--- src/rtl/lsu_mem_port_if.sv ---
// LSU memory-port bundle: scheduler request, RMW write-back, memory bus and load return.
// slave modport is the LSU side; master modport is the environment (scheduler/RMW/memory).
// Widths follow ADDR_W/DATA_W; keep them equal to the LSU instance parameters.
interface lsu_mem_port_if #(
  parameter int ADDR_W = 16,
  parameter int DATA_W = 16
);
  logic              sched_valid;
  logic              sched_store;
  logic [ADDR_W-1:0] sched_addr;
  logic [DATA_W-1:0] sched_data;
  logic              sched_ack;
  logic              rmw_rdy;
  logic [ADDR_W-1:0] rmw_addr;
  logic [DATA_W-1:0] rmw_data;
  logic              rmw_deny;
  logic              rmw_ack;
  logic [ADDR_W-1:0] mem_addr;
  logic [DATA_W-1:0] mem_data_out;
  logic              mem_rd;
  logic              mem_wr;
  logic              mem_ack;
  logic [DATA_W-1:0] mem_data_in;
  logic [DATA_W-1:0] load_data;
  logic              load_rdy;
  logic              bus_err;

  modport slave (
    input  sched_valid, sched_store, sched_addr, sched_data,
    input  rmw_rdy, rmw_addr, rmw_data, rmw_deny,
    input  mem_ack, mem_data_in,
    output sched_ack, rmw_ack, mem_addr, mem_data_out, mem_rd, mem_wr,
    output load_data, load_rdy, bus_err
  );

  modport master (
    output sched_valid, sched_store, sched_addr, sched_data,
    output rmw_rdy, rmw_addr, rmw_data, rmw_deny,
    output mem_ack, mem_data_in,
    input  sched_ack, rmw_ack, mem_addr, mem_data_out, mem_rd, mem_wr,
    input  load_data, load_rdy, bus_err
  );
endinterface

--- src/rtl/lsu_mem_port.sv ---
// LSU memory port: arbitrates scheduler loads/stores vs RMW write-backs onto one req/ack bus.
// Latency: accept N, bus request N+1, mem_ack at N+1 -> load_rdy/rmw_ack at N+2 (2 cycles/op).
// Backpressure: sched_ack withheld while busy, while rmw_rdy wins, or while rmw_deny; optional
// bus timeout enabled by defining LSU_BUS_TIMEOUT_EN.
module lsu_mem_port #(
  parameter int ADDR_W         = 16,
  parameter int DATA_W         = 16,
  parameter int TIMEOUT_CYCLES = 64
) (
  input  logic         clk,
  input  logic         a_rst,
  lsu_mem_port_if.slave bus
);

  typedef enum logic [1:0] {IDLE, RD, WR, RMW_WR} state_t;

  state_t state, state_nxt;
  logic   take_rmw, take_sched, xfer_done, xfer_abort;

`ifdef LSU_BUS_TIMEOUT_EN
  localparam int TMO_W = (TIMEOUT_CYCLES > 2) ? $clog2(TIMEOUT_CYCLES) : 1;
  logic [TMO_W-1:0] tmo_cnt;
`endif

  // State register; async reset drops any bus request immediately.
  always_ff @(posedge clk or posedge a_rst) begin
    if (a_rst) state <= IDLE;
    else       state <= state_nxt;
  end

  // Next state and arbitration: RMW wins ties, deny only blocks the scheduler.
  always_comb begin
    state_nxt  = state;
    take_rmw   = 1'b0;
    take_sched = 1'b0;
    xfer_done  = 1'b0;
    xfer_abort = 1'b0;
    case (state)
      IDLE: begin
        if (bus.rmw_rdy) begin
          take_rmw  = 1'b1;
          state_nxt = RMW_WR;
        end else if (bus.sched_valid && !bus.rmw_deny) begin
          take_sched = 1'b1;
          state_nxt  = bus.sched_store ? WR : RD;
        end
      end
      default: begin
        if (bus.mem_ack) begin
          xfer_done = 1'b1;
          state_nxt = IDLE;
        end
`ifdef LSU_BUS_TIMEOUT_EN
        else if (tmo_cnt == TMO_W'(TIMEOUT_CYCLES - 1)) begin
          xfer_abort = 1'b1;
          state_nxt  = IDLE;
        end
`endif
      end
    endcase
  end

  assign bus.sched_ack = take_sched;
  assign bus.mem_rd    = (state == RD);
  assign bus.mem_wr    = (state == WR) || (state == RMW_WR);

  // Capture bus address/data at accept so they stay stable for the whole transfer.
  always_ff @(posedge clk or posedge a_rst) begin
    if (a_rst) begin
      bus.mem_addr     <= '0;
      bus.mem_data_out <= '0;
    end else if (take_rmw) begin
      bus.mem_addr     <= bus.rmw_addr;
      bus.mem_data_out <= bus.rmw_data;
    end else if (take_sched) begin
      bus.mem_addr     <= bus.sched_addr;
      bus.mem_data_out <= bus.sched_data;
    end
  end

  // Completion pulses; an aborted load returns all-ones so the consumer still gets a result.
  always_ff @(posedge clk or posedge a_rst) begin
    if (a_rst) begin
      bus.load_rdy  <= 1'b0;
      bus.rmw_ack   <= 1'b0;
      bus.load_data <= '0;
    end else begin
      bus.load_rdy <= (state == RD) && (xfer_done || xfer_abort);
      bus.rmw_ack  <= (state == RMW_WR) && (xfer_done || xfer_abort);
      if (state == RD && xfer_done)
        bus.load_data <= bus.mem_data_in;
      else if (state == RD && xfer_abort)
        bus.load_data <= '1;
    end
  end

`ifdef LSU_BUS_TIMEOUT_EN
  // Wait counter: zero on the first busy cycle, counts cycles spent without mem_ack.
  always_ff @(posedge clk or posedge a_rst) begin
    if (a_rst)              tmo_cnt <= '0;
    else if (state == IDLE) tmo_cnt <= '0;
    else if (!bus.mem_ack)  tmo_cnt <= tmo_cnt + 1'b1;
  end

  // Bus error pulse the cycle after the wait budget is exhausted.
  always_ff @(posedge clk or posedge a_rst) begin
    if (a_rst) bus.bus_err <= 1'b0;
    else       bus.bus_err <= xfer_abort;
  end
`else
  assign bus.bus_err = 1'b0;
`endif

endmodule

--- src/flat_wrapper.sv ---
// flat-port wrapper written by rule: the top's interface ports become plain ports
module lsu_mem_port_flat 
#(
  parameter int ADDR_W         = 16,
  parameter int DATA_W         = 16,
  parameter int TIMEOUT_CYCLES = 64
)
  (clk, a_rst, bus_sched_valid, bus_sched_store, bus_sched_addr, bus_sched_data, bus_rmw_rdy, bus_rmw_addr, bus_rmw_data, bus_rmw_deny, bus_mem_ack, bus_mem_data_in, bus_sched_ack, bus_rmw_ack, bus_mem_addr, bus_mem_data_out, bus_mem_rd, bus_mem_wr, bus_load_data, bus_load_rdy, bus_bus_err);
  lsu_mem_port_if #(.ADDR_W(ADDR_W), .DATA_W(DATA_W)) bus_i ();
  input  logic clk;
  input  logic a_rst;
  input wire logic [$bits(bus_i.sched_valid)-1:0] bus_sched_valid;
  input wire logic [$bits(bus_i.sched_store)-1:0] bus_sched_store;
  input wire logic [$bits(bus_i.sched_addr)-1:0] bus_sched_addr;
  input wire logic [$bits(bus_i.sched_data)-1:0] bus_sched_data;
  input wire logic [$bits(bus_i.rmw_rdy)-1:0] bus_rmw_rdy;
  input wire logic [$bits(bus_i.rmw_addr)-1:0] bus_rmw_addr;
  input wire logic [$bits(bus_i.rmw_data)-1:0] bus_rmw_data;
  input wire logic [$bits(bus_i.rmw_deny)-1:0] bus_rmw_deny;
  input wire logic [$bits(bus_i.mem_ack)-1:0] bus_mem_ack;
  input wire logic [$bits(bus_i.mem_data_in)-1:0] bus_mem_data_in;
  output wire logic [$bits(bus_i.sched_ack)-1:0] bus_sched_ack;
  output wire logic [$bits(bus_i.rmw_ack)-1:0] bus_rmw_ack;
  output wire logic [$bits(bus_i.mem_addr)-1:0] bus_mem_addr;
  output wire logic [$bits(bus_i.mem_data_out)-1:0] bus_mem_data_out;
  output wire logic [$bits(bus_i.mem_rd)-1:0] bus_mem_rd;
  output wire logic [$bits(bus_i.mem_wr)-1:0] bus_mem_wr;
  output wire logic [$bits(bus_i.load_data)-1:0] bus_load_data;
  output wire logic [$bits(bus_i.load_rdy)-1:0] bus_load_rdy;
  output wire logic [$bits(bus_i.bus_err)-1:0] bus_bus_err;
  assign bus_i.sched_valid = bus_sched_valid;
  assign bus_i.sched_store = bus_sched_store;
  assign bus_i.sched_addr = bus_sched_addr;
  assign bus_i.sched_data = bus_sched_data;
  assign bus_i.rmw_rdy = bus_rmw_rdy;
  assign bus_i.rmw_addr = bus_rmw_addr;
  assign bus_i.rmw_data = bus_rmw_data;
  assign bus_i.rmw_deny = bus_rmw_deny;
  assign bus_i.mem_ack = bus_mem_ack;
  assign bus_i.mem_data_in = bus_mem_data_in;
  assign bus_sched_ack = bus_i.sched_ack;
  assign bus_rmw_ack = bus_i.rmw_ack;
  assign bus_mem_addr = bus_i.mem_addr;
  assign bus_mem_data_out = bus_i.mem_data_out;
  assign bus_mem_rd = bus_i.mem_rd;
  assign bus_mem_wr = bus_i.mem_wr;
  assign bus_load_data = bus_i.load_data;
  assign bus_load_rdy = bus_i.load_rdy;
  assign bus_bus_err = bus_i.bus_err;
  lsu_mem_port #(.ADDR_W(ADDR_W), .DATA_W(DATA_W), .TIMEOUT_CYCLES(TIMEOUT_CYCLES)) u_core (.clk(clk), .a_rst(a_rst), .bus(bus_i));
endmodule
--- config.mk ---
export PLATFORM = sky130hd
export DESIGN_NAME = lsu_mem_port_flat
export DESIGN_NICKNAME = d
export VERILOG_FILES = /design/src/rtl/lsu_mem_port_if.sv /design/src/rtl/lsu_mem_port.sv /design/src/flat_wrapper.sv
export SDC_FILE = /design/constraint.sdc
export NUM_CORES = 1
export LEC_CHECK = 0
export ABC_CLOCK_PERIOD_IN_PS = 1620
export CORE_ASPECT_RATIO = 0.5
export CORE_MARGIN = 1
export CORE_UTILIZATION = 35
export CTS_BUF_LIST = sky130_fd_sc_hd__clkbuf_8 sky130_fd_sc_hd__clkbuf_16
export DETAILED_ROUTE_END_ITERATION = 10
export PLACE_DENSITY = 0.85
export SLEW_MARGIN = 20
export SYNTH_ARGS = -nofsm -noshare
export SYNTH_HDL_FRONTEND = slang
export SYNTH_SLANG_ARGS = --single-unit
--- constraint.sdc ---
create_clock -name clk -period 1.62 [get_ports clk]
set_input_delay 0.324 -clock clk [delete_from_list [all_inputs] [get_ports clk]]
set_output_delay 0.324 -clock clk [all_outputs]
set_load 0.02 [all_outputs]
# == Word level (Yosys, flattened, before mapping) ==
# Cells that the tools add are included.
# totals
regBits,52
inputBits,87
wordCells,35
# classes
eq_ne,4
mux,16
reduce_logical,9
# op_table
op,count
$mux W16,4
$mux W2,5
$mux W1,7
$eq A2 B2 Y1 const B,2
$reduce_bool A2 Y1,2
$logic_and A1 B1 Y1,3
$ne A3 B2 Y1 const B,1
$eq A2 B1 Y1 const B,1
$logic_not A2 Y1,1
$reduce_and A2 Y1,1
$logic_not A1 Y1,1
$logic_or A1 B1 Y1,1

# == Longest topological paths before layout ==
# Gate-level depths: netlist of the first run.
# depth
ltp_word,7
depth_mapped,6
ltp_nobuf,3

# == Worst setup path after synthesis of the first run ==
# OpenSTA, ideal clock, no wires.
# synth_timing
path_type,register to output
start,register u_core.state[0]
end,output port bus_sched_ack
arrival_ns,1.495
required_time_ns,1.296
slack_ns,-0.199
path_stages_with_launch,5
cell_sequence,dfrtp_1 or4b_1 buf_2 buf_6 nor2_1
# synth_between
elab_chain_len,2
# synth_rtl
element,line,rtl
from (decl),lsu_mem_port.sv:17,"state_t state, state_nxt;"
from (signal assigned),lsu_mem_port.sv:28,else state <= state_nxt;
$logic_not A2 Y1,lsu_mem_port.sv:38,case (state)
$mux W1,lsu_mem_port.sv:38,
to (decl),flat_wrapper.sv:22,output wire logic [$bits(bus_i.sched_ack)-1:0] bus_sched_ack;
# No other way between the ends.

# == Worst setup path after layout of the first run ==
# layout_timing
start,register u_core.state[1]
end,register u_core.bus.mem_addr[4]
# layout_between
elab_chain_len,3
word_cells_on_any_way,5
# layout_rtl
element,line,rtl
$logic_not A2 Y1 *,lsu_mem_port.sv:38,
$mux W1,lsu_mem_port.sv:38,
$mux W16 or $reduce_bool A2 Y1 (tied branches),n/a,
to (signal assigned),lsu_mem_port.sv:73,bus.mem_addr <= bus.rmw_addr;
to (signal assigned),lsu_mem_port.sv:76,bus.mem_addr <= bus.sched_addr;
to (decl),lsu_mem_port_if.sv:32,"output sched_ack, rmw_ack, mem_addr, mem_data_out, mem_rd, mem_wr,"
# Mark *: on every way between the ends. The rest lies on a longest branch, timed or not.
# A chain may end at the register's enable or synchronous reset.

==> flow_summary.json, run 1 <==
{
  "grt_usage_pct": 19.9,
  "vdd_drop_max_mv": 0.700,
  "synth-seq-area-share_pct": 52.6,
  "fin_crit_sh_pct": 111,
  "postSynthCellCount": 202,
  "path_class": "flip-flop to flip-flop",
  "cts.htree.levels": 2,
  "cts_buffers": 5,
  "core-area_um2": 6750,
  "crit_arrival_ns": 1.95,
  "firstDrtPassIters": 4,
  "grt_max_degree": 53,
  "start_util_pct": 36.6,
  "final_net_count": 434,
  "synth_fp_nets": 289,
  "maxCapViolCount": 0,
  "cts.clk_slew.worst_paths_ns": 0.06,
  "drt_iter0_drc": 105,
  "max_freq_mhz": 557,
  "crit_fanout": 16,
  "cts_buffer_depth": 2,
  "timing.final.ws_setup_ns": -0.176,
  "antenna_found_initial": 0,
  "fillers": 464,
  "cpMaxStageDelayCell": "or4b_4",
  "io_buffer_count": 139,
  "route.detailed.drc": 0,
  "ctsRootBufferMaster": "clkbuf_16",
  "cts_sinks": 52,
  "maxSlewViolCount": 0,
  "grt_pass1_wl_mm": 11.3,
  "postSynthAreaPerCell_um2": 12.2,
  "finalHoldViolations": 0,
  "worstPathRequired_ns": 1.78,
  "rsz0062_at_grt": "yes",
  "period_needed_ns": 1.80,
  "grt_remaining_overflow": 0,
  "synth.ff_latch_count": 52,
  "insertion_delay_ns": 0.28,
  "drive_gt1_share_pct": 22.5,
  "cp-start-kind": "flip-flop",
  "slowest_delay_ns": 0.56,
  "rows": 21,
  "fp.dieArea_um2": 7420,
  "p_leak_nw": 1.86,
  "violations": "setup timing",
  "hold_path.class": "input port to asynchronous set/reset pin",
  "yosys_warnings": 0,
  "routabilityCongestion": 0.849,
  "synth_cell_types": 23,
  "io_pins": 141,
  "skew_ns": 0.00441,
  "viasPerCell": 5.08,
  "power.density_nw_per_um2": 1740,
  "holdBufCountCts": 0,
  "dp_hpwl_mm": 5.43,
  "die-width_um": 121,
  "drtAntennaViolNets": 0,
  "antenna_cells": 0,
  "final_area_um2": 4430,
  "vias": 2226,
  "path_cells": "or4b_4 -> buf_4 -> clkbuf_16 -> o32ai_2 -> a21oi_1",
  "whs_ns": 0.395,
  "die_h_um": 61.4,
  "wirelength_mm": 8.52,
  "critPathCaptureType": "flip-flop",
  "syn_to_final_growth_pct": 79.1,
  "wl_per_cell_um": 19.4,
  "finalSetupViolations": 34,
  "status": "finished, violations left",
  "utilization_pct": 65.6,
  "placed_area_um2": 4020,
  "grt_pass1_vias": 2250,
  "totalPowerFinal_mw": 7.69,
  "cts_tree": "built",
  "synth_area_um2": 2470
}
[report_power, final]
part	internal (mW)	switching (mW)
clock network	0.712	0.437
logic	2.11	2.14
registers	1.93	0.352
total	4.76	2.93
[path summary, 6_finish.rpt]
kind	start	endpoint	slack (ns)	depth (start not counted)
setup / recovery	u_core.state[1]	u_core.bus.mem_addr[4]	-0.18	5
hold / removal	a_rst	u_core.bus.load_rdy	0.40	3
setup reg to reg	u_core.state[1]	u_core.bus.mem_addr[4]	-0.18	5
hold reg to reg	u_core.bus.load_data[11]	u_core.bus.load_data[11]	0.51	1
max in group asynchronous	a_rst	u_core.bus.mem_addr[7]	0.98	3
min in group clk	u_core.bus.load_data[11]	u_core.bus.load_data[11]	0.51	1
[cell usage after synthesis]
cell type | n | area (µm²)
dfrtp_1 | 52 | 1300
inv_1 | 34 | 128
a21oi_1 | 33 | 165
o32ai_2 | 27 | 439
mux2_2 | 16 | 180
clkbuf_1 | 6 | 22.5
buf_6 | 5 | 56.3
o22ai_1 | 4 | 25.0
buf_4 | 3 | 22.5
o21ai_0 | 3 | 15.0
o32ai_1 | 3 | 26.3
buf_1 | 2 | 7.51
buf_2 | 2 | 10.0
nor2_1 | 2 | 7.51
nor2b_1 | 2 | 12.5
and3_1 | 1 | 6.26
conb_1 | 1 | 3.75
nand2_1 | 1 | 3.75
nand2b_1 | 1 | 6.26
nor3b_1 | 1 | 7.51
o31ai_1 | 1 | 7.51
or3b_2 | 1 | 8.76
or4b_1 | 1 | 10.0
[placed cells by master (no fill, tap or decap), types with 6 or more instances in the layout]
master           netlist  routed
clkdlybuf4s50_1        0     126
dlymetal6s2s_1         0       6
a21oi_1               33      33
inv_1                 34      33
clkbuf_16              0       7
mux2_2                16      16
buf_4                  3       9
o32ai_2               27      17
dfrtp_1               52      52
o32ai_4                0      12
[cell families (layout without fill, tap and decap cells)]
kind of cell / count (synthesis) / after routing / share of synthesized area (%)
compound gates: 71 / 71 / 27.4
flops: 52 / 52 / 52.6
buf+inv: 52 / 196 / 9.97
mux: 16 / 16 / 7.29
simple gates: 10 / 10 / 2.53
other cells: 1 / 1 / 0.152
[stage by stage]
stage	std cells	setup TNS, ns	setup WS, ns
final	438	-3.21	-0.176
after global routing	438	-4.66	-0.206
after CTS	435	-0.339	-0.179
after detailed placement	428	-21.00	-0.889
after global placement	428	-19.65	-0.879
after floorplan	202	-0.0499	-0.0499
[flip-flops by register name, indices dropped and copies added (netlist names)]
name,count
u_core.bus.mem_addr,16
u_core.bus.rmw_ack,1
u_core.bus.mem_data_out,16
u_core.bus.load_data,16
u_core.state,2
u_core.bus.load_rdy,1
[layout make-up]
class                      instances  area [µm²]  area share, %
tap                               92         115           2.60
multi-input combinational         98        1100           24.9
clock inverter                     1        30.0          0.678
sequential                        52        1300           29.4
inverter                          34         128           2.88
timing repair buffer             156        1630           36.8
clock buffer                       5         125           2.82
[metal layers]
layer | GRT usage (%) | wire length (µm)
met1 | 23.6 | 3320
met2 | 38.4 | 4580
met3 | 3.24 | 308
met4 | 6.17 | 308
met5 | 0 | 0
[repair_timing]
action                                  4_1_cts  5_1_grt
setup buffers                                 1        1
gates resized for setup                      18       25
cloned                                        0        2
pin swaps                                     2        2
endpoints found under the setup margin       36       39
[worst max-delay path, delay by kind of cell, from the launching register on]
kind	cells	cell delay (ns)
simple gates	1	0.56
compound gates	2	0.34
buf+inv	2	0.39
flops	1	0.38
Note: power is estimated with default switching activity, not from simulation.
==> run 2, diff against run 1 <==
- ABC_CLOCK_PERIOD_IN_PS: 1620 -> 1700
- CORE_UTILIZATION: 35 -> 38
- PLACE_DENSITY: 0.85 -> 0.87
- RECOVER_POWER: not set -> 100
- clock period: 1.62 -> 1.7 ns (I/O delays scaled with it)
==> flow_summary.json, run 2 (synthesis results as in run 1) <==
{
  "status": "finished, violations left",
  "violations": "setup timing",
  "drive_gt1_share_pct": 20.1,
  "grt_pass1_wl_mm": 11.6,
  "vias": 2147,
  "rows": 20,
  "grt_pass1_vias": 2368,
  "vdd_drop_max_mv": 0.825,
  "cts.htree.levels": 2,
  "drt_iter0_drc": 90,
  "start_util_pct": 40.0,
  "pre_cts_slack_ns": -0.836,
  "use_met2_pct": 41.4,
  "grt_remaining_overflow": 0,
  "hold_path.class": "input port to asynchronous set/reset pin",
  "final_net_count": 430,
  "syn_to_final_growth_pct": 66.6,
  "grt_usage_pct": 22.4,
  "gr-usage-met1_pct": 25.6,
  "power.density_nw_per_um2": 1670,
  "routabilityCongestion": 0.731,
  "p_leak_nw": 1.75,
  "path_cells": "or4b_4 -> nor2_4 -> buf_6",
  "skew_ns": 0.00535,
  "cts_buffers": 5,
  "fp.dieArea_um2": 6850,
  "finalSetupViolations": 37,
  "rsz0062_at_grt": "yes",
  "maxSlewViolCount": 0,
  "ctsRootBufferMaster": "clkbuf_16",
  "whs_ns": 0.483,
  "cts.clk_slew.worst_paths_ns": 0.07,
  "cpMaxStageDelayCell": "or4b_4",
  "viasPerCell": 4.97,
  "antenna_found_initial": 0,
  "firstDrtPassIters": 4,
  "dp_hpwl_mm": 5.48,
  "holdBufCountCts": 0,
  "worstPathRequired_ns": 1.36,
  "route.detailed.drc": 0,
  "max_freq_mhz": 545,
  "final_common_cell": "clkdlybuf4s50_1",
  "wirelength_mm": 7.47,
  "die_h_um": 59.0,
  "io_pins": 141,
  "cts_sinks": 52,
  "crit_arrival_ns": 1.50,
  "crit_fanout": 2,
  "top_usage_layer": "met2",
  "cp-start-kind": "flip-flop",
  "antenna_cells": 0,
  "timing.final.ws_setup_ns": -0.136,
  "critPathCaptureType": "primary output",
  "grt_max_degree": 43,
  "io_buffer_count": 139,
  "wl_per_cell_um": 17.3,
  "path_class": "flip-flop to primary output",
  "core-area_um2": 6180,
  "slowest_delay_ns": 0.58,
  "cts_tree": "built",
  "cts_buffer_depth": 2,
  "drtAntennaViolNets": 0,
  "insertion_delay_ns": 0.29,
  "die-width_um": 116,
  "fin_crit_sh_pct": 108,
  "tightest_slew_ns": 0.576,
  "reg_top3": "u_core.bus.load_data (16), u_core.bus.mem_addr (16), u_core.bus.mem_data_out (16)",
  "finalHoldViolations": 0,
  "maxCapViolCount": 0,
  "slew_headroom_pct": 61.6,
  "post-cts-setup-buffers": 0,
  "grt_util_met3_pct": 4.50,
  "period_needed_ns": 1.84,
  "mostFrequentLayoutCells": "clkdlybuf4s50_1 (127), dfrtp_1 (52), inv_1 (34)"
}
run 2: changes by cell type in the layout (fill, tap and decap cells not counted), sizes merged:
cell,previous run,this run
dlymetal6s2s,6,0
clkinv,0,2
dlygate4sd2,4,3
clkbuf,7,11
buf,18,11
dlygate4sd3,0,6
bufinv,1,0
clkdlybuf4s50,126,127
run 2: per-layer routing:
layer / wire length (µm) / part of all wire (%)
met1: 2970 / 40
met2: 4110 / 55
met3: 197 / 2.6
met4: 188 / 2.5
met5: 0 / 0
run 2: power by group:
part | switching (mW) | internal (mW) | leakage, nW
Combinational | 1.89 | 1.81 | 1.08
Sequential | 0.333 | 1.84 | 0.591
Clock | 0.434 | 0.581 | 0.0766
run 2: critical path, delay by kind of cell, from the launching register on:
family,cells,cell delay (ns)
DFF,1,0.40
and+or+nand+nor,2,0.69
buffers and inverters,1,0.12
run 2: final cells by class:
type,count,area [µm²]
fillers,463,2060
repair buffers,152,1490
flip-flops and latches,52,1300
multi-input cells,98,940
clock buffers,6,139
inverters,34,128
well taps,88,110
clock inverters,2,10.0
run 2: final timing paths:
path,depth (start not counted),to,slack (ns),startpoint
worst max-delay path,3,bus_sched_ack,-0.14,u_core.state[1]
worst max register to register,4,u_core.bus.mem_addr[9],-0.07,u_core.state[1]
max in group asynchronous,3,u_core.bus.mem_addr[4],0.27,a_rst
worst min-delay path,2,u_core.bus.load_data[6],0.48,a_rst
min in group clk,1,u_core.bus.load_data[5],0.50,u_core.bus.load_data[5]
worst min register to register,1,u_core.bus.load_data[5],0.50,u_core.bus.load_data[5]
run 2: through the flow:
stage          utilization (%)  TNS, ns  instances  area (µm²)  power (mW)
2_1_floorplan                -        0        202        2480        4.10
3_3_place_gp              64.9   -17.19        424        4010        5.80
3_5_place_dp              64.9   -18.80        424        4010        5.95
4_1_cts                   67.3    -1.21        432        4160        6.99
5_1_grt                   66.6    -3.66        432        4120        7.22
6_report                  66.6    -1.30        432        4120        6.89
run 2: what timing repair did:
action,in CTS,in global routing
resized for setup,12,1
gates cloned,0,0
endpoints found under the setup margin,35,33
hold endpoints to repair,0,0
pin swaps,2,2
==> run 3, diff against run 2 <==
- CTS_CLUSTER_SIZE: not set -> 16
==> results of run 3 <==
The final DEF is identical to that of run 2; final timing and power are the same.
